--- src/rtl/debounce_multi_if.sv ---
// Bundle of the per-channel button signals exchanged between the raw
// input side (master) and the debouncer (slave).
interface debounce_multi_if #(
  parameter int CHANNELS = 4
);
  logic [CHANNELS-1:0] src;
  logic [CHANNELS-1:0] dst;
  logic [CHANNELS-1:0] rise;
  logic [CHANNELS-1:0] fall;
  logic [CHANNELS-1:0] hold;

  modport master (
    output src,
    input  dst,
    input  rise,
    input  fall,
    input  hold
  );

  modport slave (
    input  src,
    output dst,
    output rise,
    output fall,
    output hold
  );
endinterface

--- src/rtl/debounce_multi.sv ---
// Multi-channel debouncer. Each channel has a 2-flop synchroniser, a
// debounce counter that toggles the clean level after THRESH consecutive
// disagreeing samples, one-cycle rise/fall strobes and a long-press flag.
module debounce_multi #(
  parameter int   CHANNELS     = 4,
  parameter int   CLK_FREQ_KHZ = 100_000,
  parameter int   DEBOUNCE_MS  = 1,
  parameter int   HOLD_MS      = 500,
  parameter logic RESET_VAL    = 1'b0
) (
  input  logic             clk,
  input  logic             rst,
  debounce_multi_if.slave  bus
);

  localparam int THRESH   = CLK_FREQ_KHZ * DEBOUNCE_MS;
  localparam int HOLD_CYC = CLK_FREQ_KHZ * HOLD_MS;
  localparam int CNT_W    = $clog2(THRESH + 1);
  localparam int HOLD_W   = $clog2(HOLD_CYC + 1);

  localparam logic [CNT_W-1:0]  CNT_LAST = CNT_W'(THRESH - 1);
  localparam logic [CNT_W-1:0]  CNT_ONE  = CNT_W'(1);
  localparam logic [HOLD_W-1:0] HOLD_MAX = HOLD_W'(HOLD_CYC);
  localparam logic [HOLD_W-1:0] HOLD_ONE = HOLD_W'(1);

  logic [CHANNELS-1:0] sync0;
  logic [CHANNELS-1:0] sync1;
  logic [CHANNELS-1:0] level;
  logic [CHANNELS-1:0] rise_q;
  logic [CHANNELS-1:0] fall_q;
  logic [CHANNELS-1:0] hold_hit;
  logic [CNT_W-1:0]    count      [CHANNELS];
  logic [HOLD_W-1:0]   hold_count [CHANNELS];

  // Two-stage synchroniser bringing the asynchronous inputs into clk domain.
  always_ff @(posedge clk or posedge rst) begin
    if (rst) begin
      sync0 <= {CHANNELS{RESET_VAL}};
      sync1 <= {CHANNELS{RESET_VAL}};
    end else begin
      sync0 <= bus.src;
      sync1 <= sync0;
    end
  end

  // Debounce counter per channel; flips the clean level and fires a strobe
  // once the synchronised input has disagreed for THRESH cycles in a row.
  always_ff @(posedge clk or posedge rst) begin
    if (rst) begin
      level  <= {CHANNELS{RESET_VAL}};
      rise_q <= '0;
      fall_q <= '0;
      for (int i = 0; i < CHANNELS; i++) begin
        count[i] <= '0;
      end
    end else begin
      rise_q <= '0;
      fall_q <= '0;
      for (int i = 0; i < CHANNELS; i++) begin
        if (sync1[i] == level[i]) begin
          count[i] <= '0;
        end else if (count[i] == CNT_LAST) begin
          count[i]  <= '0;
          level[i]  <= ~level[i];
          rise_q[i] <= ~level[i];
          fall_q[i] <= level[i];
        end else begin
          count[i] <= count[i] + CNT_ONE;
        end
      end
    end
  end

  // Long-press counter: runs while the clean level is high, saturates so
  // it can never wrap, and is cleared as soon as the level is low.
  always_ff @(posedge clk or posedge rst) begin
    if (rst) begin
      for (int i = 0; i < CHANNELS; i++) begin
        hold_count[i] <= '0;
      end
    end else begin
      for (int i = 0; i < CHANNELS; i++) begin
        if (!level[i]) begin
          hold_count[i] <= '0;
        end else if (hold_count[i] != HOLD_MAX) begin
          hold_count[i] <= hold_count[i] + HOLD_ONE;
        end
      end
    end
  end

  // Saturation detect; qualified with the level below so hold drops in the
  // same cycle the level falls.
  always_comb begin
    hold_hit = '0;
    for (int i = 0; i < CHANNELS; i++) begin
      hold_hit[i] = (hold_count[i] == HOLD_MAX);
    end
  end

  assign bus.dst  = level;
  assign bus.rise = rise_q;
  assign bus.fall = fall_q;
  assign bus.hold = hold_hit & level;

endmodule

--- src/flat_wrapper.sv ---
// flat-port wrapper written by rule: the top's interface ports become plain ports
module debounce_multi_flat 
#(
  parameter int   CHANNELS     = 4,
  parameter int   CLK_FREQ_KHZ = 100_000,
  parameter int   DEBOUNCE_MS  = 1,
  parameter int   HOLD_MS      = 500,
  parameter logic RESET_VAL    = 1'b0
)
  (clk, rst, bus_src, bus_dst, bus_rise, bus_fall, bus_hold);
  debounce_multi_if #(.CHANNELS(CHANNELS)) bus_i ();
  input  logic clk;
  input  logic rst;
  input wire logic [$bits(bus_i.src)-1:0] bus_src;
  output wire logic [$bits(bus_i.dst)-1:0] bus_dst;
  output wire logic [$bits(bus_i.rise)-1:0] bus_rise;
  output wire logic [$bits(bus_i.fall)-1:0] bus_fall;
  output wire logic [$bits(bus_i.hold)-1:0] bus_hold;
  assign bus_i.src = bus_src;
  assign bus_dst = bus_i.dst;
  assign bus_rise = bus_i.rise;
  assign bus_fall = bus_i.fall;
  assign bus_hold = bus_i.hold;
  debounce_multi #(.CHANNELS(CHANNELS), .CLK_FREQ_KHZ(CLK_FREQ_KHZ), .DEBOUNCE_MS(DEBOUNCE_MS), .HOLD_MS(HOLD_MS), .RESET_VAL(RESET_VAL)) u_core (.clk(clk), .rst(rst), .bus(bus_i));
endmodule
--- config.mk ---
export PLATFORM = sky130hd
export DESIGN_NAME = debounce_multi_flat
export DESIGN_NICKNAME = d
export VERILOG_FILES = /design/src/rtl/debounce_multi_if.sv /design/src/rtl/debounce_multi.sv /design/src/flat_wrapper.sv
export SDC_FILE = /design/constraint.sdc
export NUM_CORES = 1
export LEC_CHECK = 0
export ABC_CLOCK_PERIOD_IN_PS = 10500
export CORE_ASPECT_RATIO = 1.2
export CORE_MARGIN = 2
export CORE_UTILIZATION = 55
export CTS_CLUSTER_SIZE = 30
export DETAILED_ROUTE_END_ITERATION = 8
export PLACE_DENSITY = 0.83
export SYNTH_ARGS = -nofsm -noshare
export SYNTH_HDL_FRONTEND = slang
export SYNTH_SLANG_ARGS = --single-unit
export TNS_END_PERCENT = 50
--- constraint.sdc ---
create_clock -name clk -period 10.5 [get_ports clk]
set_input_delay 1.575 -clock clk [delete_from_list [all_inputs] [get_ports clk]]
set_output_delay 1.575 -clock clk [all_outputs]
set_load 0.005 [all_outputs]
==> flow_summary.toml, run 1 <==
[power_and_ir_drop]
vdd_drop_max_v = 0.000100
power_uw = 1470
p_leak_uw = 0.00404
powerDensity_nw_per_um2 = 138

[yosys]
synthTopCellsByArea = "dfrtp_1 49%, xnor2_1 4.6%, xor2_1 4.2%"
syn_inst = 995
yosysWarnings = 0
synth.distinct_cells = 55
synthFlopType = "dfrtp_1"
yosys_register_bits = 192
syn_area_um2 = 9710
synth_top_area_share_pct = 49.5
synthArstFlopShare_pct = 100
syn_area_per_cell_um2 = 9.76
yosysTopAreaCell = "dfrtp_1"
yosysSeqAreaShare_pct = 49.5
synth_edf_count = 0
syn_nets = 1013

[cells_and_area]
drive_above_1_share_pct = 4.93
nets = 1021
area.growth.synth_to_final_pct = 10.1
diodes = 0

[cts]
cts_max_level = 4
ctsHoldBuffers = 0
cts_setup_buffers = 0
clkSinkCount = 192
tritoncts = "done"
path_clk_slew_ns = 0.07
ctsResizeCount = 0
insertion_delay_ns = 0.44
cts_root_buf = "clkbuf_16"
cts_buffer_depth = 2
cts_buffers = 17

[sta]
rsz0062_at_grt = "no"
setup_viol_count_final = 0
final-hold-violation-count = 0
fmax_ghz = 0.232
fin_crit_sh_pct = 41.0
fin_skew_ns = 0.00944
relSlewSlack_pct = 43.6
finalCriticalPeriod_ns = 4.31
worstMarginPinSlew_ns = 0.845
slew_viol_final = 0
finalSetupTns_ns = 0

[grt]
overflow = 0
grt_pass1_vias = 7157
grt_pass1_wl_um = 32900
antenna_found_initial = 0
track_usage_pct = 20.9
grt_max_degree = 126

[worst_setup_path]
crit_chain = "or4b_2, nor4_1, and3_1, clkdlybuf4s50_1"
endpoint_kind = "output pin"
crit_fanout = 5
critPathArrivalTime_ns = 2.73
max_stage_delay_ns = 0.71
path_class = "reg2out"
worstPathRequired_ns = 8.93
worst_setup_path_start_kind = "flop"
crit_slowest_cell = "or4b_2"

[run_status]
status = "finished, final reports clean"

[routing]
dr.pass1.iters = 5
postRouteAntennaNets = 0
wire_per_inst_um = 15.2
finalWirelength_um = 18800
drc_errors = 0
via_per_inst = 6.13
vias = 7559
drt_iter0_markers = 680

[floorplan]
die_width_um = 125
rows = 53
core-area_um2 = 17400
die_h_um = 150
dieArea_um2 = 18700
start_util_pct = 55.9
num_io_pins = 22

[hold_path]
hp-class = "reg2reg"

[placed_design]
port_buffers = 21
place_congestion = 0.835
hpwl_um = 12100

[job]
drv_cap = 0
critical path, delay by kind of cell, from the launching register on:
family        cells  cell delay (ns)
flops             1             0.42
simple gates      3             1.37
buf+inv           1             0.51
registers in the layout, indices dropped and copies added (netlist names):
name	count
u_core.hold_count	104
u_core.sync1	4
u_core.bus.rise	4
u_core.bus.fall	4
u_core.sync0	4
u_core.count	68
u_core.bus.dst	4
power by group:
group / total, uW / internal, uW / switching [uW]
registers: 750 / 745 / 5.45
logic: 28.2 / 6.37 / 21.8
clock network: 693 / 432 / 261
per-layer routing:
| layer | GRT usage, % | part of all wire (%) | vias to the layer above |
|---|---|---|---|
| met2 | 35.7 | 51 | 131 |
| met1 | 27.1 | 45 | 3757 |
| li1 | - | - | 3645 |
| met4 | 7.33 | 1.7 | 0 |
| met3 | 3.83 | 3.0 | 26 |
| met5 | 0 | 0 | - |
cells by family after synthesis:
group / count (synthesis) / share of synthesized area (%)
adders and majority gates: 12 / 1.55
DFF: 192 / 49.5
AOI/OAI and AO/OA: 111 / 6.59
and+or+nand+nor: 507 / 29.4
muxes: 15 / 1.60
buffers and inverters: 60 / 2.55
xor gates and xnor gates: 98 / 8.84
Yosys cell counts (5+ instances only):
cell	number
a21oi_1	50
buf_1	5
and3_1	17
clkbuf_1	21
inv_1	26
and4_1	18
or4bb_1	5
nor3b_1	6
xor2_1	47
dfrtp_1	192
nand2b_1	12
or3_1	25
xnor2_1	51
mux2i_1	11
nand2_1	62
o21ai_0	30
ha_1	12
or4_1	35
o31ai_1	19
nor4_1	31
nand3_1	61
nor3_1	40
nand4_1	53
nor2_1	106
or4b_2	5
final timing paths:
kind,cells after the start,endpoint,start,slack [ns]
max in group asynchronous,3,u_core.count[44]$_DFF_PP0_,rst,7.48
min,0,u_core.sync1[2]$_DFF_PP0_,u_core.sync0[2]$_DFF_PP0_,0.34
max reg2reg,5,u_core.hold_count[74]$_DFFE_PP0P_,u_core.hold_count[52]$_DFFE_PP0P_,8.17
min reg2reg,0,u_core.sync1[2]$_DFF_PP0_,u_core.sync0[2]$_DFF_PP0_,0.34
max,4,bus_hold[0],u_core.hold_count[81]$_DFFE_PP0P_,6.19
min in group asynchronous,2,u_core.hold_count[87]$_DFFE_PP0P_,rst,1.71
layout by cell type (no fill, tap or decap), types with 6 or more instances in the layout:
cell and instances:
o31ai_1 19, nor2_1 106, xor2_1 47, nand2_1 62
and4_1 18, xnor2_1 51, mux2i_1 11, nand4_1 53
a21oi_1 50, and3_1 17, clkbuf_16 17, ha_1 12
nand3_1 61, nor3_1 40, nand2b_1 12, o21ai_0 30
or4_1 35, clkdlybuf4s50_1 21, nor3b_1 6, or3_1 25
dfrtp_1 192, nor4_1 31, inv_1 25
metrics by stage:
step                      util, %  std cells  setup slack (ns)  hold slack (ns)  cell area (um2)
final                        61.5       1234              6.19            0.344            10700
after CTS                    61.5       1234              6.19            0.347            10700
after global routing         61.5       1234              6.05            0.347            10700
after detailed placement     57.9       1204              6.67            0.336            10100
after floorplan                 -        995              3.70            0.331             9710
after global placement       57.9       1204              6.70            0.336            10100
layout make-up:
cell class | count | area [um2]
clock buffers | 24 | 472
clock inverters | 6 | 155
fillers | 1418 | 6690
inverters | 27 | 109
multi-input cells | 743 | 4650
flip-flops and latches | 192 | 4800
well taps | 220 | 275
repair buffers | 22 | 218
(Power assumes the default switching activity.)
==> run 2: changes to the inputs <==
--- a/config.mk
+++ b/config.mk
@@ -5,13 +5,13 @@
 export SDC_FILE = /design/constraint.sdc
 export NUM_CORES = 1
 export LEC_CHECK = 0
-export ABC_CLOCK_PERIOD_IN_PS = 10500
+export ABC_CLOCK_PERIOD_IN_PS = 3900
 export CORE_ASPECT_RATIO = 1.2
 export CORE_MARGIN = 2
 export CORE_UTILIZATION = 55
 export CTS_CLUSTER_SIZE = 30
 export DETAILED_ROUTE_END_ITERATION = 8
-export PLACE_DENSITY = 0.83
+export PLACE_DENSITY = 0.86
 export SYNTH_ARGS = -nofsm -noshare
 export SYNTH_HDL_FRONTEND = slang
 export SYNTH_SLANG_ARGS = --single-unit
==> constraint.sdc (replaced) <==
create_clock -name clk -period 3.9 [get_ports clk]
set_input_delay 0.585 -clock clk [delete_from_list [all_inputs] [get_ports clk]]
set_output_delay 0.585 -clock clk [all_outputs]
set_load 0.005 [all_outputs]
==> flow_summary.toml, run 2 (synthesis results as in run 1) <==
[run_status]
status = "finished, final reports clean"

[sta]
worstMarginPinSlew_ns = 0.714
finalCriticalPeriod_ns = 3.29
slew_viol_final = 0
fmax_ghz = 0.304
setup_slack_ns = 0.607
finalSetupTns_ns = 0
final-hold-violation-count = 0
fin_skew_ns = 0.00708
fin_crit_sh_pct = 84.4
relSlewSlack_pct = 51.9
setup_viol_count_final = 0
rsz0062_at_grt = "no"

[cts]
clkSinkCount = 192
cts_root_buf = "clkbuf_16"
tritoncts = "done"
path_clk_slew_ns = 0.07
cts_setup_buffers = 0
cts_buffers = 17
ctsHoldBuffers = 0
cts_buffer_depth = 2
ctsResizeCount = 0
insertion_delay_ns = 0.43
cts_max_level = 4

[cells_and_area]
diodes = 0
reg_top3 = "u_core.hold_count (104), u_core.count (68)"
largest-register = "u_core.hold_count"
layout_common_cells = "192 x dfrtp_1, 106 x nor2_1, 62 x nand2_1"
final_core_util_pct = 61.8
nets = 1025
drive_above_1_share_pct = 5.79
largest_register_ffs = 104
fillers = 1381
final_common_cell = "dfrtp_1"
area.growth.synth_to_final_pct = 10.7

[worst_setup_path]
crit_fanout = 5
path_class = "reg2out"
worstPathRequired_ns = 3.31
critPathArrivalTime_ns = 2.71
worst_setup_path_start_kind = "flop"
endpoint_kind = "output pin"

[routing]
drc_errors = 0
via_per_inst = 6.15
drt_iter0_markers = 672
vias = 7617
finalWirelength_um = 20000
postRouteAntennaNets = 0
dr.pass1.iters = 5
wire_per_inst_um = 16.1

[power_and_ir_drop]
vdd_drop_max_v = 0.000307
p_leak_uw = 0.00406
powerDensity_nw_per_um2 = 369
power_uw = 3960

[grt]
grt_max_degree = 70
grt_pass1_wl_um = 35100
track_usage_pct = 22.4
grt_pass1_vias = 7496
antenna_found_initial = 0
overflow = 0

[placed_design]
place_congestion = 0.848
hpwl_um = 12900
port_buffers = 21
dpl_worst_slack_ns = 1.08

[floorplan]
rows = 53
die_width_um = 125
start_util_pct = 55.9
dieArea_um2 = 18700
num_io_pins = 22
core-area_um2 = 17400
die_h_um = 150

[hold_path]
hp-class = "reg2reg"

[job]
drv_cap = 0
==> run 2: changes by cell type in the layout (fill, tap and decap cells not counted), moves of 2 or more <==
cell        delta
buf_4          +2
clkbuf_1       -4
clkinvlp_4     +3
clkinv_2       +2
buf_12         +2
==> run 2: path summary, 6_finish.rpt <==
check / end / depth (start not counted) / slack, ns / startpoint
max: bus_hold[0] / 4 / 0.61 / u_core.hold_count[81]$_DFFE_PP0P_
min reg2reg: u_core.sync1[1]$_DFF_PP0_ / 0 / 0.35 / u_core.sync0[1]$_DFF_PP0_
max in group asynchronous: u_core.hold_count[79]$_DFFE_PP0P_ / 3 / 2.38 / rst
min in group asynchronous: u_core.count[25]$_DFF_PP0_ / 2 / 0.56 / rst
max reg2reg: u_core.count[64]$_DFF_PP0_ / 4 / 1.52 / u_core.count[62]$_DFF_PP0_
min: u_core.sync1[1]$_DFF_PP0_ / 0 / 0.35 / u_core.sync0[1]$_DFF_PP0_
==> run 2: worst max-delay path, cell delays in order, from the launching register on <==
cell             delay (ns)
dfrtp_1                0.42
or4b_2                 0.70
nor4_1                 0.45
and3_1                 0.22
clkdlybuf4s50_1        0.49
==> run 2: where the power goes <==
part | switching [uW] | total, uW | leakage [uW] | internal [uW]
Sequential | 15.2 | 2020 | 0.00265 | 2010
Clock | 738 | 1860 | 0.000305 | 1120
Combinational | 61.0 | 81.8 | 0.00110 | 20.8
==> run 2: metrics by stage <==
step | cell area [um2] | cells | hold WS, ns
floorplan | 9710 | 995 | 0.331
global placement | 10100 | 1208 | 0.333
detailed placement | 10100 | 1208 | 0.336
CTS | 10700 | 1239 | 0.351
global route | 10700 | 1239 | 0.363
finish | 10700 | 1239 | 0.349
==> run 2: layout make-up <==
cell class | count | area, um2 | share of cell area [%]
Timing Repair Buffer | 26 | 273 | 2.54
Tap cell | 220 | 275 | 2.56
Sequential cell | 192 | 4800 | 44.7
Clock buffer | 21 | 470 | 4.38
Multi-Input combinational cell | 743 | 4650 | 43.3
Clock inverter | 10 | 159 | 1.48
Inverter | 27 | 105 | 0.978
==> run 2: metal layers <==
metal	vias to the layer above	wire length (um)	track usage, %	share of wire, %
met5	-	0	0	0
met4	0	410	7.67	2.1
met3	44	656	3.90	3.3
met2	160	10300	38.9	52
met1	3765	8610	28.7	43
li1	3648	-	-	-
